[config.mk]
export PLATFORM = sky130hd
export DESIGN_NAME = _fifo_sync
export DESIGN_NICKNAME = d
export VERILOG_FILES = /design/src/rtl/_fifo_sync.sv
export SDC_FILE = /design/constraint.sdc
export NUM_CORES = 1
export LEC_CHECK = 0
export ABC_AREA = 1
export BUFFER_PORTS_ARGS = -buffer_cell sky130_fd_sc_hd__buf_2
export CAP_MARGIN = 10
export CORE_MARGIN = 5
export CORE_UTILIZATION = 55
export CTS_BUF_LIST = sky130_fd_sc_hd__clkbuf_2 sky130_fd_sc_hd__clkbuf_4 sky130_fd_sc_hd__clkbuf_8
export DETAILED_ROUTE_END_ITERATION = 10
export GPL_ROUTABILITY_DRIVEN = 0
export GPL_TIMING_DRIVEN = 0
export PLACE_DENSITY = 0.74
export SLEW_MARGIN = 20
export SYNTH_ARGS = -nofsm -noshare
export SYNTH_HDL_FRONTEND = slang
export SYNTH_SLANG_ARGS = --single-unit
[constraint.sdc]
create_clock -name clk -period 4.3 [get_ports clk]
set_input_delay 1.075 -clock clk [delete_from_list [all_inputs] [get_ports clk]]
set_output_delay 1.075 -clock clk [all_outputs]
set_load 0.05 [all_outputs]
[src/rtl/_fifo_sync.sv]
// Synchronous first-word-fall-through FIFO with occupancy count, full/empty
// decoded from the count, and sticky overflow/underflow error flags.
module _fifo_sync #(
    parameter int n     = 32,
    parameter int DEPTH = 4,
    localparam int AW   = $clog2(DEPTH)
) (
    input  logic          clk,
    input  logic          rst,
    input  logic          wr_en,
    input  logic [n-1:0]  wr_data,
    input  logic          rd_en,
    output logic [n-1:0]  rd_data,
    output logic          full,
    output logic          empty,
    output logic [AW:0]   count,
    output logic          overflow,
    output logic          underflow
);

    logic [n-1:0]  mem_q [DEPTH];
    logic [AW-1:0] wr_ptr_q, wr_ptr_d;
    logic [AW-1:0] rd_ptr_q, rd_ptr_d;
    logic [AW:0]   count_q, count_d;
    logic          overflow_q, overflow_d;
    logic          underflow_q, underflow_d;
    logic          push_ok, pop_ok;

    assign full  = (count_q == (AW+1)'(DEPTH));
    assign empty = (count_q == '0);

    // A push into a full FIFO is still accepted when the same edge pops,
    // because the write lands in the slot being vacated.
    assign push_ok = wr_en && (!full || rd_en);
    assign pop_ok  = rd_en && !empty;

    always_comb begin
        wr_ptr_d    = wr_ptr_q;
        rd_ptr_d    = rd_ptr_q;
        count_d     = count_q;
        overflow_d  = overflow_q;
        underflow_d = underflow_q;
        if (push_ok) begin
            wr_ptr_d = wr_ptr_q + AW'(1);
        end
        if (pop_ok) begin
            rd_ptr_d = rd_ptr_q + AW'(1);
        end
        if (push_ok && !pop_ok) begin
            count_d = count_q + (AW+1)'(1);
        end else if (!push_ok && pop_ok) begin
            count_d = count_q - (AW+1)'(1);
        end
        if (wr_en && !push_ok) begin
            overflow_d = 1'b1;
        end
        if (rd_en && empty) begin
            underflow_d = 1'b1;
        end
    end

    always_ff @(posedge clk) begin
        if (rst) begin
            wr_ptr_q    <= '0;
            rd_ptr_q    <= '0;
            count_q     <= '0;
            overflow_q  <= 1'b0;
            underflow_q <= 1'b0;
        end else begin
            wr_ptr_q    <= wr_ptr_d;
            rd_ptr_q    <= rd_ptr_d;
            count_q     <= count_d;
            overflow_q  <= overflow_d;
            underflow_q <= underflow_d;
        end
    end

    // Storage is deliberately not cleared by reset; empty masks stale entries.
    always_ff @(posedge clk) begin
        if (!rst && push_ok) begin
            mem_q[wr_ptr_q] <= wr_data;
        end
    end

    assign rd_data   = empty ? '0 : mem_q[rd_ptr_q];
    assign count     = count_q;
    assign overflow  = overflow_q;
    assign underflow = underflow_q;

endmodule

== After elaboration in Yosys (flattened, before gate mapping) ==
Memories as Yosys holds them, arrays and structs flattened. A register that Yosys moved wholly into a read port is not among the register bits.
Cells that the tools add are included.
Storage, ports and cells
  output and inout bits: 39
  word-level logic and storage cells: 33
  register bits after elaboration: 9
  input bits: 36
  memories kept: 1
  RAM bits: 128
Cells by class
  reductions and logical operators: 15
  add/sub/neg operators: 4
  equal/unequal tests: 1
  multiplexer cells: 7
Memory list
  mem_q: words 4, width 32, read ports 1, clocked after Yosys merged registers in 1, wr ports 1, line 21  | logic [n-1:0] mem_q [DEPTH];
Operator list (count)
  2-to-1 mux 32 bit: 1
  logical AND 1 bit: 7
  2-to-1 mux 3 bit: 2
  logical NOT 1 bit: 5
  adder 2 x 1 -> 2 bit (second input constant): 2
  2-to-1 mux 2 bit: 2
  adder 3 x 1 -> 3 bit (second input constant): 1
  == test 3 bit (second input constant): 1
  logical NOT 3 bit: 1
  subtractor 3 x 1 -> 3 bit (second input constant): 1
  2-to-1 mux 1 bit: 2
  nonzero test 2 bit: 1
  logical OR 1 bit: 1

== Depth between registers and ports, before layout ==
Gate-level depths: netlist (run 1).
  depth after elaboration: 8
  depth in mapped cells: 13
  gate-level depth less buffers: 13

== Worst setup path before layout (run 1) ==
OpenSTA, ideal clock, no wires.
  kind: input-to-reg
  from: input port rd_en
  to: memory mem_q[0][0], enable pin
  data arrival time: 2830 ps
  stages: 6
  slack: 1049 ps
  cells stage by stage: inv_1 > nand3_1 > nand2_1 > inv_1 > nand2_1 > nor2_1
On the way
  longest elaborated chain between the ends: 5
RTL lines
  start: declaration: line 12  | input logic rd_en,
  logical OR 1 bit: line 34  | assign push_ok = wr_en && (!full || rd_en);
  logical AND 1 bit: line 34
  via push_ok: line 27  | logic push_ok, pop_ok;
  logical AND 1 bit: line 80  | if (!rst && push_ok) begin
  2-to-1 mux 1 bit: line 80
  2-to-1 mux 1 bit (implied by the code): line 81  | mem_q[wr_ptr_q] <= wr_data;
  end: declaration: line 21
The timed path passes the listed nets, and every way through them passes these cells.

==> results of run 1 <==
## cells by family (layout without fill, tap and decap cells)
group / Yosys count / count (layout)
xor gates and xnor gates: 1 / 1
and+or+nand+nor: 164 / 164
buffers and inverters: 43 / 153
DFF: 139 / 139
AOI/OAI and AO/OA: 104 / 104
adders and majority gates: 6 / 6
## worst min-delay path, delay by kind of cell, from the launching register on
| kind | cells | cell delay, ns |
|---|---|---|
| compound gates | 1 | 0.06 |
| buf+inv | 1 | 0.05 |
| flops | 1 | 0.31 |
## power by group
part / switching (W) / internal (W)
combinational: 0.00134 / 0.000405
sequential: 0.0000370 / 0.00156
clock: 0.000448 / 0.000538
total: 0.00182 / 0.00250
## final timing paths
check | startpoint | slack (ns) | endpoint
min reg2reg | overflow | 0.47 | overflow
max reg2reg | count[0] | 2.16 | mem_q[3][7]
min | overflow | 0.47 | overflow
max | flip-flop | 1.18 | rd_data[16]
## metal layers
| layer | vias to the layer above | part of all wire [%] |
|---|---|---|
| li1 | 1789 | - |
| met1 | 1713 | 41 |
| met2 | 125 | 51 |
| met3 | 16 | 7.1 |
| met4 | 0 | 1.1 |
| met5 | - | 0 |
## state kept, by name (all words and copies together), names as in the netlist, named ones only
name	cells
count	3
mem_q	128
overflow	1
rd_ptr_q	2
underflow	1
wr_ptr_q	2
## final cells by class
type | instances | area, um^2 | share of cell area [%]
sequential | 139 | 4060 | 61.9
clock inverter | 10 | 100 | 1.52
timing repair buffer | 78 | 473 | 7.20
inverter | 20 | 75.1 | 1.14
tap | 133 | 166 | 2.53
clock buffer | 22 | 272 | 4.13
buffer | 23 | 145 | 2.21
multi-input combinational | 275 | 1270 | 19.4
## synth_stat cells
cell / n
nor2_1: 141
edfxtp_1: 128
a21oi_1: 38
o21ai_0: 35
o21ai_1: 30
inv_1: 18
nand2_1: 15
dfxtp_1: 11
buf_2: 8
clkbuf_1: 8
buf_6: 6
nand3_1: 6
ha_1: 5
inv_2: 2
buf_4: 1
fa_1: 1
nand4_1: 1
nor3_1: 1
o21a_1: 1
xor2_1: 1
## per-stage QoR
| step | utilization, % | hold slack [ns] | cell area [um^2] |
|---|---|---|---|
| floorplan | - | 0.459 | 5530 |
| global placement | 62.0 | 0.443 | 6060 |
| detailed placement | 63.4 | 0.455 | 6190 |
| CTS | 67.2 | 0.471 | 6570 |
| global route | 67.2 | 0.503 | 6570 |
| finish | 67.2 | 0.467 | 6570 |
==> impl_metrics.env, run 1 <==
export IMPL_vias=3643
export IMPL_cp_top_family="buffers and inverters"
export IMPL_grt_use_total_pct=20.8
export IMPL_synth_seq_cells=139
export IMPL_hold_depth=2
export IMPL_rows=36
export IMPL_globalRouteOverflowTotal=0
export IMPL_dp_hpwl_um=7370
export IMPL_reg2reg_depth=7
export IMPL_synth_area_um2=5530
export IMPL_relSlewSlack_pct=58.5
export IMPL_placedCellCount=668
export IMPL_cpMaxStageDelayCell="clkbuf_1"
export IMPL_grt_pass1_wl_um=18500
export IMPL_met1_usage_pct=25.5
export IMPL_synth_fa_ha_area_share_pct=1.49
export IMPL_synth_compound_area_share_pct=9.47
export IMPL_drive_gt1_share_pct=22.8
export IMPL_finalHoldViolations=0
export IMPL_status="completed"
export IMPL_min_period_over_period_pct=72.5
export IMPL_setup_ws_ns=1.18
export IMPL_min_period_ns=3.12
export IMPL_seq_area_frac_synth_pct=73.6
export IMPL_hp_class="flip-flop to flip-flop"
export IMPL_die_h_um=110
export IMPL_path_max_fanout=10
export IMPL_postRouteAntennaNets=0
export IMPL_layout_common_cells="137 x nor2_1, 128 x edfxtp_1, 82 x buf_2"
export IMPL_synth_top_family_by_area="simple AND/OR/NAND/NOR gates"
export IMPL_yosys_area_share_simple_pct=11.3
export IMPL_syn_inst=457
export IMPL_grt_busiest_layer="met2"
export IMPL_cts_sinks=139
export IMPL_crit_path_end_kind="output pin"
export IMPL_cts_max_path_buffers=2
export IMPL_tns_ns=0
export IMPL_cp_required_ns=3.22
export IMPL_vias_per_cell=5.20
export IMPL_nFillCells=734
export IMPL_p_leak_nw=2.46
export IMPL_tightest_slew_ns=0.621
export IMPL_skew_ns=0.00882
export IMPL_drcViolationCount=0
export IMPL_grt_use_met2_pct=35.4
export IMPL_synth_top_area_share_pct=69.6
export IMPL_synth_largest_area_cell="edfxtp_1"
export IMPL_cts_buffers=17
export IMPL_rsz0062_at_grt="no"
export IMPL_post_cts_setup_buffers=0
export IMPL_core_area_um2=9770
export IMPL_synthXorXnorAreaFrac_pct=0.159
export IMPL_synthMuxAreaShare_pct=0
export IMPL_first_pass_iters=5
export IMPL_clk_pin_slew_worst_paths_ns=0.07
export IMPL_hold_buffers=0
export IMPL_wl_per_cell_um=16.8
export IMPL_slew_violations=0
export IMPL_avgSynthCellArea_um2=12.1
export IMPL_cts_tree="yes"
export IMPL_port_buffers=74
export IMPL_h_tree_depth=4
export IMPL_antenna_found_initial=0
export IMPL_clock_root_buffer="clkbuf_8"
export IMPL_totalWireLength_um=11700
export IMPL_grt_max_degree=24
export IMPL_yosysWarnings=0
export IMPL_fmax_ghz=0.321
export IMPL_path_buf_inv=3
export IMPL_worstPathArrival_ns=2.04
export IMPL_die_w_um=110
export IMPL_nNetsFinal=596
export IMPL_fin_cells=700
export IMPL_syn_to_final_growth_pct=18.8
export IMPL_setup_viol=0
export IMPL_power_density_nw_per_um2=659
export IMPL_ioPinCount=75
export IMPL_worst_setup_path_start_kind="flip-flop"
export IMPL_met3_usage_pct=6.12
export IMPL_synth_area_top_cells="edfxtp_1 70%, nor2_1 9.6%, dfxtp_1 4.0%"
export IMPL_path_class="flip-flop to output pin"
export IMPL_irDropWorstVdd_v=0.000290
export IMPL_insertion_delay_ns=0.42
export IMPL_cp_cell_sequence="inv_2, clkbuf_1, o21ai_0, a21oi_1, buf_2"
export IMPL_grt_pass1_vias=3763
export IMPL_first_iter_violations=267
export IMPL_max_cap_violations=0
export IMPL_final_common_cell="nor2_1"
export IMPL_diodes=0
export IMPL_syn_num_nets=499
export IMPL_place_ws_ns=1.37
export IMPL_fp_dieArea_um2=12200
export IMPL_start_util_pct=56.5
export IMPL_cts_resized=0
export IMPL_yosys_cell_types_count=20
export IMPL_critPathMaxStageDelay_ns=0.44
export IMPL_worst_path_stages=5
export IMPL_power_total_w=0.00433
Note: power is estimated with default switching activity, not from simulation.
==> inputs of run 2 (changes only) <==
==> constraint.sdc (replaced) <==
create_clock -name clk -period 2.92 [get_ports clk]
set_input_delay 0.73 -clock clk [delete_from_list [all_inputs] [get_ports clk]]
set_output_delay 0.73 -clock clk [all_outputs]
set_load 0.05 [all_outputs]
==> run 2 against run 1 <==
Compared with the run above: sequential power increased by 47%; largest cell class unchanged; critical path depth stayed put; register-to-register slack got worse by 1.4 ns; global-route usage stayed put; hold slack about the same; non-clock buffer count stayed put; via count fell by 0.69%; utilization about the same; die area unchanged; clock-buffer cell count is the same.
==> impl_metrics.env, run 2 (synthesized netlist as in run 1, its figures left out) <==
export IMPL_ioPinCount=75
export IMPL_dp_hpwl_um=7370
export IMPL_p_sw_share_pct=42.1
export IMPL_finalHoldViolations=0
export IMPL_antenna_found_initial=0
export IMPL_cp_required_ns=2.19
export IMPL_cp_cell_sequence="inv_2, clkbuf_1, o21ai_0, a21oi_1, buf_2"
export IMPL_grt_pass1_vias=3763
export IMPL_first_iter_violations=261
export IMPL_reg2reg_slack_ns=0.77
export IMPL_core_area_um2=9770
export IMPL_largest_reg_flops=128
export IMPL_skew_ns=0.00835
export IMPL_postRouteAntennaNets=0
export IMPL_rows=36
export IMPL_fp_dieArea_um2=12200
export IMPL_cts_buffers=17
export IMPL_cpMaxStageDelayCell="clkbuf_1"
export IMPL_layout_common_cells="137 x nor2_1, 128 x edfxtp_1, 82 x buf_2"
export IMPL_clock_root_buffer="clkbuf_8"
export IMPL_hold_buffers=0
export IMPL_seq_power_share_pct=36.9
export IMPL_relSlewSlack_pct=57.5
export IMPL_hp_class="flip-flop to flip-flop"
export IMPL_path_buf_inv=3
export IMPL_power_total_w=0.00637
export IMPL_vias=3618
export IMPL_status="completed"
export IMPL_fmax_ghz=0.362
export IMPL_irDropWorstVdd_v=0.000425
export IMPL_die_h_um=110
export IMPL_drcViolationCount=0
export IMPL_cp_top_family="buffers and inverters"
export IMPL_cts_sinks=139
export IMPL_cts_max_path_buffers=2
export IMPL_die_w_um=110
export IMPL_max_cap_violations=0
export IMPL_grt_max_degree=24
export IMPL_p_leak_nw=2.47
export IMPL_critPathMaxStageDelay_ns=0.41
export IMPL_power_density_nw_per_um2=970
export IMPL_switching_power_w=0.00268
export IMPL_nNetsFinal=596
export IMPL_syn_to_final_growth_pct=18.9
export IMPL_rsz0062_at_grt="no"
export IMPL_globalRouteOverflowTotal=0
export IMPL_crit_path_end_kind="output pin"
export IMPL_setup_viol=0
export IMPL_pwr_share_clk_pct=22.8
export IMPL_cts_tree="yes"
export IMPL_power_internal_w=0.00369
export IMPL_path_class="flip-flop to output pin"
export IMPL_tightest_slew_ns=0.636
export IMPL_vias_per_cell=5.17
export IMPL_drive_gt1_share_pct=23.1
export IMPL_min_period_ns=2.76
export IMPL_wl_per_cell_um=16.8
export IMPL_clk_pin_slew_worst_paths_ns=0.07
export IMPL_post_cts_setup_buffers=0
export IMPL_h_tree_depth=4
export IMPL_combPwrFrac_pct=40.2
export IMPL_port_buffers=74
export IMPL_totalWireLength_um=11800
export IMPL_regMostFlops="mem_q"
export IMPL_grt_use_total_pct=20.8
export IMPL_final_area_um2=6570
export IMPL_diodes=0
export IMPL_start_util_pct=56.5
export IMPL_worst_setup_path_start_kind="flip-flop"
export IMPL_path_max_fanout=10
export IMPL_worstPathArrival_ns=2.03
export IMPL_placed_area_um2=6190
export IMPL_slew_violations=0
export IMPL_min_period_over_period_pct=94.6
export IMPL_grt_pass1_wl_um=18500
export IMPL_final_common_cell="nor2_1"
export IMPL_first_pass_iters=5
export IMPL_cts_resized=0
export IMPL_insertion_delay_ns=0.42
-- run 2: worst reg2reg max path, delay by kind of cell, from the launching register on --
family / cells / cell delay (ns)
buffers and inverters: 2 / 0.31
DFF: 1 / 0.43
and+or+nand+nor: 5 / 1.11
-- run 2: path summary, 6_finish.rpt --
kind | start | to | cells past startpoint
hold / removal | overflow | overflow | 2
setup reg to reg | count[0] | mem_q[3][7] | 7
setup / recovery | flip-flop | rd_data[16] | 5
hold reg to reg | overflow | overflow | 2
-- run 2: power groups by stage --
stage	sequential (W)	combinational [W]	clock, W
floorplan	0.00247	0.00183	0
global placement	0.00240	0.00251	0
detailed placement	0.00240	0.00258	0
CTS	0.00235	0.00259	0.00148
global route	0.00236	0.00276	0.00156
finish	0.00235	0.00256	0.00146
-- run 2: metrics by stage --
step / setup TNS, ns / hold slack, ns / instances / util, % / worst slack [ns]
after floorplan: -10.56 / 0.459 / 457 / - / -0.0825
after global placement: -148.91 / 0.443 / 664 / 62.0 / -1.20
after detailed placement: 0 / 0.455 / 668 / 63.4 / 0.334
after CTS: 0 / 0.471 / 700 / 67.2 / 0.0810
after global routing: 0 / 0.490 / 700 / 67.2 / 0.0299
final: 0 / 0.467 / 700 / 67.2 / 0.158
-- run 2: routing by layer --
layer,track usage (%),share of wire [%]
met1,25.5,41
met2,35.4,51
met3,6.12,7.0
met4,7.39,0.99
met5,0,0
-- run 2: area by class of cell --
class,count,area [um^2]
multi-input combinational,275,1270
fill,732,3210
buffer,23,148
clock buffer,22,272
tap,133,166
inverter,20,75.1
clock inverter,10,100
sequential,139,4060
timing repair buffer,78,473
